`config.mk`:
```
export PLATFORM = sky130hd
export DESIGN_NAME = mdma_read_ctrl
export DESIGN_NICKNAME = d
export VERILOG_FILES = /design/src/rtl/mdma_read_ctrl.sv
export SDC_FILE = /design/constraint.sdc
export NUM_CORES = 1
export LEC_CHECK = 0
export CAP_MARGIN = 20
export CORE_ASPECT_RATIO = 1.1
export CORE_UTILIZATION = 52
export CTS_CLUSTER_DIAMETER = 150
export DETAILED_ROUTE_END_ITERATION = 8
export PLACE_DENSITY = 0.8
export SLEW_MARGIN = 20
export SYNTH_ARGS = -nofsm -noshare
export SYNTH_HDL_FRONTEND = slang
export SYNTH_SLANG_ARGS = --single-unit
```
`constraint.sdc`:
```
create_clock -name aclk -period 3.52 [get_ports aclk]
set_input_delay 0.704 -clock aclk [delete_from_list [all_inputs] [get_ports aclk]]
set_output_delay 0.704 -clock aclk [all_outputs]
set_load 0.01 [all_outputs]
```
`src/rtl/mdma_read_ctrl.sv`:
```
// Purpose : splits one read transfer (start address, beat count) into bursts of at most
//           MAX_BURST beats that never cross a 4 KB page, one burst outstanding at a time.
// Latency : start -> first rd_valid in 3 cycles when the engine is free and FIFO space suffices.
// Backpressure: a burst waits in ISSUE for rd_free and fifo_space >= len; start is ignored while busy.
// Ports   : aclk/areset (sync, active-high); start/src_addr/xfer_beats request; busy/done status;
//           fifo_space free read-data FIFO entries; rd_valid/rd_head_addr/rd_burst_len burst command;
//           rd_free engine idle indication.
module mdma_read_ctrl #(
  parameter int MAX_BURST = 16,
  parameter int LEN_W     = 16,
  parameter int FIFO_AW   = 6
) (
  input  logic               aclk,
  input  logic               areset,
  input  logic               start,
  input  logic [31:0]        src_addr,
  input  logic [LEN_W-1:0]   xfer_beats,
  output logic               busy,
  output logic               done,
  input  logic [FIFO_AW:0]   fifo_space,
  output logic               rd_valid,
  output logic [31:0]        rd_head_addr,
  output logic [4:0]         rd_burst_len,
  input  logic               rd_free
);

  typedef enum logic [2:0] {
    S_IDLE, S_CALC, S_ISSUE, S_HOLD, S_WAIT_FREE, S_DONE
  } state_t;

  // Widths used for the unsigned min() and the FIFO space comparison.
  localparam int MW = LEN_W + 10;
  localparam int SW = (FIFO_AW + 1 > 5) ? FIFO_AW + 1 : 5;

  state_t             r_state, w_state_nxt;
  logic [31:0]        r_addr, w_addr_nxt;
  logic [LEN_W-1:0]   r_left, w_left_nxt;
  logic [4:0]         r_len, w_len_nxt;
  logic               r_busy, r_done, r_rd_valid;
  logic [31:0]        r_rd_head_addr, w_rd_head_addr_nxt;
  logic [4:0]         r_rd_burst_len, w_rd_burst_len_nxt;
  logic               w_rd_valid_nxt;

  logic [9:0]         w_to_page;
  logic [MW-1:0]      w_left_ext, w_page_ext, w_max_ext, w_min;
  logic               w_space_ok;
  logic               w_unused;

  // Beats remaining before the next 4 KB boundary: 1..512.
  assign w_to_page  = 10'd512 - {1'b0, r_addr[11:3]};
  assign w_left_ext = MW'(r_left);
  assign w_page_ext = MW'(w_to_page);
  assign w_max_ext  = MW'(MAX_BURST);

  always_comb begin
    w_min = w_max_ext;
    if (w_left_ext < w_min) w_min = w_left_ext;
    if (w_page_ext < w_min) w_min = w_page_ext;
  end

  assign w_space_ok = (SW'(fifo_space) >= SW'(r_len));
  assign w_unused   = &{1'b0, src_addr[2:0], w_min[MW-1:5]};

  always_comb begin
    w_state_nxt        = r_state;
    w_addr_nxt         = r_addr;
    w_left_nxt         = r_left;
    w_len_nxt          = r_len;
    w_rd_valid_nxt     = 1'b0;
    w_rd_head_addr_nxt = r_rd_head_addr;
    w_rd_burst_len_nxt = r_rd_burst_len;
    case (r_state)
      S_IDLE: begin
        if (start) begin
          if (xfer_beats != '0) begin
            w_addr_nxt  = {src_addr[31:3], 3'b000};
            w_left_nxt  = xfer_beats;
            w_state_nxt = S_CALC;
          end else begin
            w_state_nxt = S_DONE;
          end
        end
      end
      S_CALC: begin
        w_len_nxt   = w_min[4:0];
        w_state_nxt = S_ISSUE;
      end
      S_ISSUE: begin
        if (rd_free && w_space_ok) begin
          w_rd_valid_nxt     = 1'b1;
          w_rd_head_addr_nxt = r_addr;
          w_rd_burst_len_nxt = r_len;
          w_state_nxt        = S_HOLD;
        end
      end
      S_HOLD: begin
        w_addr_nxt  = r_addr + {24'd0, r_len, 3'b000};
        w_left_nxt  = r_left - LEN_W'(r_len);
        w_state_nxt = S_WAIT_FREE;
      end
      S_WAIT_FREE: begin
        // The engine drops rd_free one cycle after rd_valid, so it is already low here.
        if (rd_free) w_state_nxt = (r_left == '0) ? S_DONE : S_CALC;
      end
      S_DONE:  w_state_nxt = S_IDLE;
      default: w_state_nxt = S_IDLE;
    endcase
  end

  always_ff @(posedge aclk) begin
    if (areset) begin
      r_state        <= S_IDLE;
      r_addr         <= '0;
      r_left         <= '0;
      r_len          <= '0;
      r_busy         <= 1'b0;
      r_done         <= 1'b0;
      r_rd_valid     <= 1'b0;
      r_rd_head_addr <= '0;
      r_rd_burst_len <= '0;
    end else begin
      r_state        <= w_state_nxt;
      r_addr         <= w_addr_nxt;
      r_left         <= w_left_nxt;
      r_len          <= w_len_nxt;
      r_busy         <= (w_state_nxt == S_CALC) || (w_state_nxt == S_ISSUE) ||
                        (w_state_nxt == S_HOLD) || (w_state_nxt == S_WAIT_FREE);
      r_done         <= (w_state_nxt == S_DONE);
      r_rd_valid     <= w_rd_valid_nxt;
      r_rd_head_addr <= w_rd_head_addr_nxt;
      r_rd_burst_len <= w_rd_burst_len_nxt;
    end
  end

  assign busy         = r_busy;
  assign done         = r_done;
  assign rd_valid     = r_rd_valid;
  assign rd_head_addr = r_rd_head_addr;
  assign rd_burst_len = r_rd_burst_len;

endmodule
```
==> impl_metrics.json, run 1 <==
{
  "max-slew-margin-rel_pct": 34.22,
  "core_um2": 9398,
  "gp_congestion": 0.8559,
  "post_drt_wl_per_cell_um": 16.22,
  "vdd_drop_max_mv": 0.2049,
  "startpoint_type": "flop",
  "track_usage_pct": 26.93,
  "max_freq_mhz": 337.7,
  "cts_sinks": 90,
  "drtPass1Iterations": 5,
  "synth_edf_count": 0,
  "grtUsageMet1_pct": 36.03,
  "tightestPinTransition_ps": 986.7,
  "stdcell_count": 805,
  "ys_seq_elements": 90,
  "clock_latency_ps": 360,
  "dieArea_um2": 10100,
  "drc_errors": 0,
  "min_path_type": "flop to flop",
  "areaGrowthSynthToFinish_pct": 23.66,
  "ys.flop_type": "dfxtp_1",
  "synthArstFlopShare_pct": 0,
  "initial_core_util_pct": 53.68,
  "placed_area_um2": 6045,
  "post_cts_buffers": 0,
  "hold_violations": 0,
  "period_minus_slack_ps": 2961,
  "antenna_cells": 0,
  "cts_tree": "built",
  "h-tree-depth": 3,
  "critPathArrivalTime_ps": 3210,
  "clkTransAtPathRegs_ps": 90,
  "clock_path_buffers": 2,
  "skew_ps": 10.19,
  "worst_slack_ps": 559.1,
  "use_met2_pct": 43.42,
  "power_density_nw_per_um2": 391.0,
  "cts.repair.resized": 0,
  "cp_data_required_time_ps": 3770,
  "rsz0062_at_grt": "no",
  "grtUsageMet3_pct": 3.752,
  "period_share_pct": 84.12,
  "yosysUniqueCellTypes": 64,
  "holdWs_ps": 501.1,
  "routed_wl_um": 13060,
  "final_area_um2": 6238,
  "fp-row-count": 37,
  "num_io_pins": 99,
  "via_count": 4887,
  "die_w_um": 95.91,
  "critPathKind": "flop to flop",
  "leakagePower_nw": 2.530,
  "final_util_pct": 66.38,
  "grt_pass1_wl_um": 21440,
  "nNetsFinal": 769,
  "grt_start_max_net_pins": 49,
  "drt_iter0_drc": 313,
  "drv_cap": 0,
  "path_max_fanout": 9,
  "slew_violations": 0,
  "dpl.cell_count": 789,
  "syn-cell-area_um2": 5045,
  "setup-tns-final_ps": 0,
  "chipHeight_um": 105.3,
  "drive_above_1_share_pct": 5.523,
  "vias_per_cell": 6.071,
  "finalSetupViolCount": 0,
  "outcome": "complete, no violations",
  "cts-buffers-inserted": 9,
  "io_buffers": 92,
  "place_ws_ps": 668.4,
  "synth-warning-count": 0,
  "syn_avg_cell_area_um2": 8.339,
  "antenna_found_initial": 0,
  "synth_cells": 605,
  "cts-root-buf": "clkbuf_8",
  "cts_hold_buffers": 0,
  "hpwl_um": 9199,
  "grt-ovfl-total": 0,
  "critPathCaptureType": "flop",
  "busiest_layer": "met2",
  "drtAntennaViolNets": 0,
  "power_mw": 2.440,
  "ys_seq_area_share_pct": 35.71,
  "first_global_vias": 4542
}
[path summary, 6_finish.rpt]
check | startpoint | endpoint | slack, ps | cells past startpoint
setup / recovery | r_left[8]$_SDFFE_PP0P_ | r_len[1]$_SDFFE_PP0P_ | 560 | 11
setup reg to reg | r_left[8]$_SDFFE_PP0P_ | r_len[1]$_SDFFE_PP0P_ | 560 | 11
hold / removal | rd_head_addr[5]$_SDFFE_PP0P_ | rd_head_addr[5]$_SDFFE_PP0P_ | 500 | 2
hold reg to reg | rd_head_addr[5]$_SDFFE_PP0P_ | rd_head_addr[5]$_SDFFE_PP0P_ | 500 | 2
[flip-flops by register name, summed over array words and instances, names as in the netlist]
signal,count
rd_head_addr,29
r_state,3
rd_burst_len,5
r_left,16
rd_valid,1
r_len,5
r_addr,29
done,1
busy,1
[report_power, final]
group	switching (mW)	internal [mW]	total [mW]	leakage, nW
clock network	0.377	0.298	0.675	0.0919
registers	0.0794	1.07	1.15	0.735
logic	0.325	0.286	0.611	1.70
[placed cells by master (no fill, tap or decap), drive strengths merged, types with 7 or more instances in the layout]
cell type      instances
clkdlybuf4s50         91
nor2                  90
dfxtp                 90
nand2                 49
mux2i                 35
a21oi                 32
ha                    25
o21ai                 20
nand3                 16
a311oi                16
a211oi                15
a31oi                 13
nor3                  13
inv                   12
xnor2                 11
clkbuf                11
buf                   11
or3                   10
nor4                  10
nand4                  9
a21o                   8
conb                   8
o21a                   7
[cell families after synthesis]
| family | after synthesis | share of synthesized area [%] |
|---|---|---|
| AO/OA/AOI/OAI | 152 | 20.78 |
| XOR/XNOR | 13 | 2.257 |
| adder cells (fa/ha/maj) | 27 | 6.994 |
| buffers and inverters | 53 | 4.563 |
| flip-flops | 90 | 35.71 |
| multiplexers | 37 | 7.391 |
| other | 2 | 0.1489 |
| AND/OR/NAND/NOR | 231 | 22.15 |
[synthesized netlist by cell type (4+ instances only)]
| cell type | instances | area (µm²) |
|---|---|---|
| dfxtp_1 | 90 | 1802 |
| nor2_1 | 90 | 337.8 |
| nand2_1 | 49 | 183.9 |
| mux2i_1 | 35 | 350.3 |
| a21oi_1 | 32 | 160.2 |
| clkbuf_1 | 25 | 93.84 |
| ha_1 | 25 | 312.8 |
| o21ai_0 | 20 | 100.1 |
| a311oi_1 | 16 | 140.1 |
| nand3_1 | 16 | 80.08 |
| a211oi_1 | 15 | 112.6 |
| a31oi_1 | 13 | 81.33 |
| inv_1 | 11 | 41.29 |
| nor3_1 | 11 | 55.05 |
| xnor2_1 | 11 | 96.34 |
| or3_1 | 10 | 62.56 |
| nor4_1 | 9 | 56.30 |
| a21o_1 | 8 | 60.06 |
| nand4_1 | 8 | 50.05 |
| o21a_1 | 7 | 52.55 |
| and3_1 | 6 | 37.54 |
| buf_2 | 6 | 30.03 |
| nand2b_1 | 6 | 37.54 |
| nor2b_1 | 6 | 37.54 |
| o211ai_1 | 6 | 45.04 |
| and4_1 | 5 | 43.79 |
| buf_1 | 5 | 18.77 |
| o21bai_1 | 5 | 37.54 |
| buf_4 | 4 | 30.03 |
| o2111ai_1 | 4 | 35.03 |
[metal layers]
metal | up-vias | routed length, µm | share of wire (%)
met5 | - | 0 | 0
met4 | 0 | 265 | 2.0
met3 | 26 | 734 | 5.6
met2 | 169 | 6205 | 48
met1 | 2325 | 5855 | 45
li1 | 2367 | - | -
[critical path: stages (launching register included)]
cell	delay (ps)
dfxtp_1	400
nor4_4	330
nand4_2	190
clkinv_2	160
nand2_1	70
ha_1	290
a21o_1	180
a21oi_1	190
o22ai_1	100
o32a_1	410
nand2b_1	200
a311oi_1	310
[final cells by class]
type / instances / area (µm²)
fillers: 794 / 3159
multi-input cells: 468 / 3052
flip-flops and latches: 90 / 1802
repair buffers: 102 / 1003
clock buffers: 11 / 151.4
well taps: 117 / 146.4
inverters: 12 / 46.29
clock inverters: 5 / 37.54
Note: power is estimated with default switching activity, not from simulation.
==> run 2, diff against run 1 <==
--- a/config.mk
+++ b/config.mk
@@ -7,10 +7,10 @@
 export LEC_CHECK = 0
 export CAP_MARGIN = 20
 export CORE_ASPECT_RATIO = 1.1
-export CORE_UTILIZATION = 52
+export CORE_UTILIZATION = 47
 export CTS_CLUSTER_DIAMETER = 150
 export DETAILED_ROUTE_END_ITERATION = 8
-export PLACE_DENSITY = 0.8
+export PLACE_DENSITY = 0.77
 export SLEW_MARGIN = 20
 export SYNTH_ARGS = -nofsm -noshare
 export SYNTH_HDL_FRONTEND = slang
==> constraint.sdc (replaced) <==
create_clock -name aclk -period 2.7 [get_ports aclk]
set_input_delay 0.54 -clock aclk [delete_from_list [all_inputs] [get_ports aclk]]
set_output_delay 0.54 -clock aclk [all_outputs]
set_load 0.01 [all_outputs]
==> run 2 against run 1 <==
  * Power up 52%
  * Sequential power up 30%
  * Die area is 10% higher
  * Critical path type unchanged
  * Worst setup slack got worse by 510 ps
  * Critical path depth is 1 higher
  * Count of clock-buffer cells in the layout decreased by 2
  * Wire length grew 7.9%
  * Non-clock buffer count increased by 28
  * Cell count is 6.6% higher
  * Sequential share of layout area down 2.1 points
==> impl_metrics.json, run 2 (synthesis gave the netlist of run 1 again) <==
{
  "met2_length_um": 6837,
  "post_drt_wl_per_cell_um": 16.43,
  "grt-ovfl-total": 0,
  "period_minus_slack_ps": 2654,
  "max_freq_mhz": 376.9,
  "track_usage_pct": 26.12,
  "cts_hold_buffers": 0,
  "critPathArrivalTime_ps": 2910,
  "num_io_pins": 99,
  "cts-root-buf": "clkbuf_16",
  "via_count": 4981,
  "cts_tree": "built",
  "grt_pass1_wl_um": 23250,
  "grt_start_max_net_pins": 37,
  "dieArea_um2": 11150,
  "antenna_cells": 0,
  "drv_cap": 0,
  "vias_per_cell": 5.805,
  "hold_depth": 2,
  "routedLengthMet1_um": 6199,
  "core_um2": 10390,
  "wl_met3_um": 753,
  "hpwl_um": 10120,
  "period_share_pct": 98.28,
  "drt_iter0_drc": 389,
  "critPathCaptureType": "flop",
  "placed_area_um2": 6295,
  "place_ws_ps": -123.6,
  "drtAntennaViolNets": 0,
  "critPathKind": "flop to flop",
  "first_global_vias": 4920,
  "min_path_type": "flop to flop",
  "drc_errors": 0,
  "nNetsFinal": 797,
  "startpoint_type": "flop",
  "vdd_drop_max_mv": 0.2981,
  "highest_layer": "met4",
  "power_density_nw_per_um2": 552.0,
  "cts-buffers-inserted": 9,
  "mostFrequentLayoutCells": "clkdlybuf4s50_1, nor2_1, dfxtp_1, nand2_1, mux2i_1",
  "path_max_fanout": 7,
  "areaGrowthSynthToFinish_pct": 33.53,
  "clkTransAtPathRegs_ps": 60,
  "mostFrequentLayoutCell": "clkdlybuf4s50_1",
  "gp_congestion": 0.9370,
  "rsz0062_at_grt": "yes",
  "clock_path_buffers": 2,
  "drtPass1Iterations": 5,
  "clock_latency_ps": 350,
  "slew_violations": 0,
  "io_buffers": 92,
  "h-tree-depth": 3,
  "leakagePower_nw": 2.762,
  "cp_data_required_time_ps": 2960,
  "initial_core_util_pct": 48.54,
  "worst_slack_ps": 46.48,
  "reg2reg_depth": 12,
  "die_w_um": 100.8,
  "cts_sinks": 90,
  "finalSetupViolCount": 0,
  "skew_ps": 8.616,
  "antenna_found_initial": 0,
  "drive_above_1_share_pct": 11.75,
  "fp-row-count": 39,
  "chipHeight_um": 110.7,
  "routed_wl_um": 14100,
  "final_util_pct": 64.81,
  "hold_violations": 0,
  "final_area_um2": 6736,
  "outcome": "complete, no violations"
}
-- run 2: changes by cell type in the layout (fill, tap and decap cells not counted), sizes merged --
| cell | previous run | this run |
|---|---|---|
| bufinv | 0 | 1 |
| inv | 12 | 14 |
| clkinv | 3 | 2 |
| clkinvlp | 2 | 1 |
| buf | 11 | 39 |
| clkbuf | 11 | 9 |
-- run 2: where the power goes --
| part | switching (mW) | internal (mW) | leakage [nW] |
|---|---|---|---|
| clock | 0.545 | 0.715 | 0.142 |
| combinational | 0.493 | 0.474 | 1.88 |
| sequential | 0.0905 | 1.40 | 0.736 |
-- run 2: repair_timing --
action / in CTS / in global routing
buffers inserted: 2 / 2
resized for setup: 3 / 21
pin swaps: 3 / 10
setup endpoints to repair: 5 / 6
-- run 2: final cells by class --
class | count | area (µm²)
clock inverter | 6 | 65.06
timing repair buffer | 130 | 1255
tap | 143 | 178.9
inverter | 12 | 47.55
clock buffer | 9 | 225.2
sequential | 90 | 1807
fill | 868 | 3657
multi-input combinational | 468 | 3158
-- run 2: per-stage QoR --
stage | hold WS (ps) | setup TNS, ps | std cells | power (mW)
finish | 494.7 | 0 | 858 | 3.719
global route | 533.6 | -294.2 | 858 | 3.895
CTS | 503.9 | 0 | 856 | 3.646
detailed placement | 486.5 | -661.5 | 839 | 2.378
global placement | 473.0 | -156.8 | 839 | 2.343
floorplan | 462.8 | 0 | 611 | 2.062
-- run 2: path summary, 6_finish.rpt --
path | startpoint | to | slack [ps]
worst max-delay path | r_left[9]$_SDFFE_PP0P_ | r_len[0]$_SDFFE_PP0P_ | 50
worst min-delay path | rd_head_addr[5]$_SDFFE_PP0P_ | rd_head_addr[5]$_SDFFE_PP0P_ | 490
worst max register to register | r_left[9]$_SDFFE_PP0P_ | r_len[0]$_SDFFE_PP0P_ | 50
worst min register to register | rd_head_addr[5]$_SDFFE_PP0P_ | rd_head_addr[5]$_SDFFE_PP0P_ | 490
-- run 2: worst max-delay path, cell delays in order (launching register included) --
cell      delay [ps]
dfxtp_4          360
nor4_4           300
nand4_2          190
inv_4            120
buf_6            120
nand2_2           70
ha_4             290
nand3_2           90
a311oi_2         280
o32a_4           270
buf_4            140
nand3_2           80
a311oi_2         260
-- run 2: per-layer routing --
metal  GRT usage (%)  vias to the layer above
li1                -                     2423
met1           33.25                     2334
met2           43.11                      194
met3           4.540                       30
met4           11.21                        0
met5               0                        -
==> run 3, diff against run 2 <==
--- a/config.mk
+++ b/config.mk
@@ -10,7 +10,7 @@
 export CORE_UTILIZATION = 47
 export CTS_CLUSTER_DIAMETER = 150
 export DETAILED_ROUTE_END_ITERATION = 8
-export PLACE_DENSITY = 0.77
+export PLACE_DENSITY = 0.78
 export SLEW_MARGIN = 20
 export SYNTH_ARGS = -nofsm -noshare
 export SYNTH_HDL_FRONTEND = slang
==> run 3 against run 2 <==
  * Clock power is essentially flat
  * Hold slack lost 1.2 ps
  * Count of clock-buffer cells in the layout grew 2
  * Clock skew is essentially flat
  * First-iteration DRC count shrank 12%
  * Sequential cell count is the same
  * Highest routed layer unchanged
==> impl_metrics.json, run 3 (synthesis gave the netlist of run 1 again) <==
{
  "finalSetupViolCount": 0,
  "critPathArrivalTime_ps": 2860,
  "antenna_found_initial": 0,
  "slew_violations": 0,
  "hold_violations": 0,
  "fp-row-count": 39,
  "cts_tree": "built",
  "clkTransAtPathRegs_ps": 60,
  "gp_congestion": 0.9309,
  "routed_wl_um": 14170,
  "mostFrequentLayoutCell": "clkdlybuf4s50_1",
  "antenna_cells": 0,
  "vias_per_cell": 5.900,
  "period_share_pct": 96.99,
  "drt_iter0_drc": 341,
  "max-slew-margin-rel_pct": 63.99,
  "h-tree-depth": 3,
  "clock_latency_ps": 350,
  "cts_sinks": 90,
  "place_ws_ps": -27.51,
  "nNetsFinal": 799,
  "clock_path_buffers": 2,
  "post_drt_wl_per_cell_um": 16.48,
  "max_freq_mhz": 381.8,
  "drive_above_1_share_pct": 11.99,
  "via_count": 5074,
  "cts-root-buf": "clkbuf_16",
  "grt_start_max_net_pins": 90,
  "holdWs_ps": 493.4,
  "cts_hold_buffers": 0,
  "skew_ps": 8.713,
  "cts-buffers-inserted": 9,
  "track_usage_pct": 25.98,
  "mostFrequentLayoutCells": "clkdlybuf4s50_1, nor2_1, dfxtp_1, nand2_1",
  "period_minus_slack_ps": 2619,
  "worst_slack_ps": 81.14,
  "drtPass1Iterations": 6,
  "dpl.cell_count": 843,
  "chipHeight_um": 110.7,
  "io_buffers": 92,
  "critPathKind": "flop to flop",
  "tightestPinTransition_ps": 536.3,
  "outcome": "complete, no violations",
  "final_util_pct": 65.16,
  "num_io_pins": 99,
  "areaGrowthSynthToFinish_pct": 34.25,
  "startpoint_type": "flop",
  "cp_data_required_time_ps": 2940,
  "first_global_vias": 4785,
  "core_um2": 10390,
  "power_density_nw_per_um2": 554.5,
  "min_path_type": "flop to flop",
  "grt_pass1_wl_um": 22800,
  "leakagePower_nw": 2.784,
  "dieArea_um2": 11150,
  "drc_errors": 0,
  "drtAntennaViolNets": 0,
  "grt-ovfl-total": 0,
  "path_max_fanout": 5,
  "drv_cap": 0,
  "hpwl_um": 9928,
  "vdd_drop_max_mv": 0.2568,
  "initial_core_util_pct": 48.54,
  "stdcell_count": 860,
  "critPathCaptureType": "flop",
  "die_w_um": 100.8
}
==> run 3: stage by stage <==
| stage | instance area (µm²) | power, mW | setup TNS (ps) |
|---|---|---|---|
| 2_1_floorplan | 5067 | 2.062 | 0 |
| 3_3_place_gp | 6325 | 2.355 | 0 |
| 3_5_place_dp | 6325 | 2.385 | -27.51 |
| 4_1_cts | 6643 | 3.662 | 0 |
| 5_1_grt | 6773 | 3.920 | -42.93 |
| 6_report | 6773 | 3.756 | 0 |
==> run 3: worst max-delay path, cell delays in order, from the launching register on <==
cell and delay [ps]:
dfxtp_1 320, nor3_2 220, nand3_1 190, nor3_2 180, xnor2_1 110, ha_1 200
or3_1 420, o32a_4 420, nand2b_1 170, a311oi_1 280
==> run 3: per-layer routing <==
metal | wire [µm] | part of all wire (%) | global-route usage, %
met1 | 6104 | 43 | 32.87
met2 | 6820 | 48 | 42.19
met3 | 853 | 6.0 | 4.666
met4 | 394 | 2.8 | 12.85
met5 | 0 | 0 | 0
==> run 3: path summary, 6_finish.rpt <==
path / start / end / slack [ps] / cells after the start
worst max-delay path: r_addr[5]$_SDFFE_PP0P_ / r_len[0]$_SDFFE_PP0P_ / 80 / 9
worst min-delay path: rd_burst_len[2]$_SDFFE_PP0P_ / rd_burst_len[2]$_SDFFE_PP0P_ / 490 / 2
worst max register to register: r_addr[5]$_SDFFE_PP0P_ / r_len[0]$_SDFFE_PP0P_ / 80 / 9
worst min register to register: rd_burst_len[2]$_SDFFE_PP0P_ / rd_burst_len[2]$_SDFFE_PP0P_ / 490 / 2
==> run 3: where the power goes <==
| part | switching, mW | leakage, nW | internal [mW] |
|---|---|---|---|
| registers | 0.0863 | 0.735 | 1.40 |
| logic | 0.513 | 1.90 | 0.496 |
| clock network | 0.520 | 0.146 | 0.739 |
==> run 3: cell type report <==
class                           count  area (µm²)
Clock buffer                       11       242.7
Clock inverter                      4       52.55
Fill cell                         895        3621
Inverter                           12       46.29
Multi-Input combinational cell    469        3189
Sequential cell                    90        1804
Tap cell                          143       178.9
Timing Repair Buffer              131        1259
==> run 3: repair_timing <==
item | in CTS | in global routing
pin swaps | 3 | 10
buffers inserted | 0 | 1
setup endpoints to repair | 3 | 5
gates resized for setup | 4 | 18
gates cloned | 0 | 1
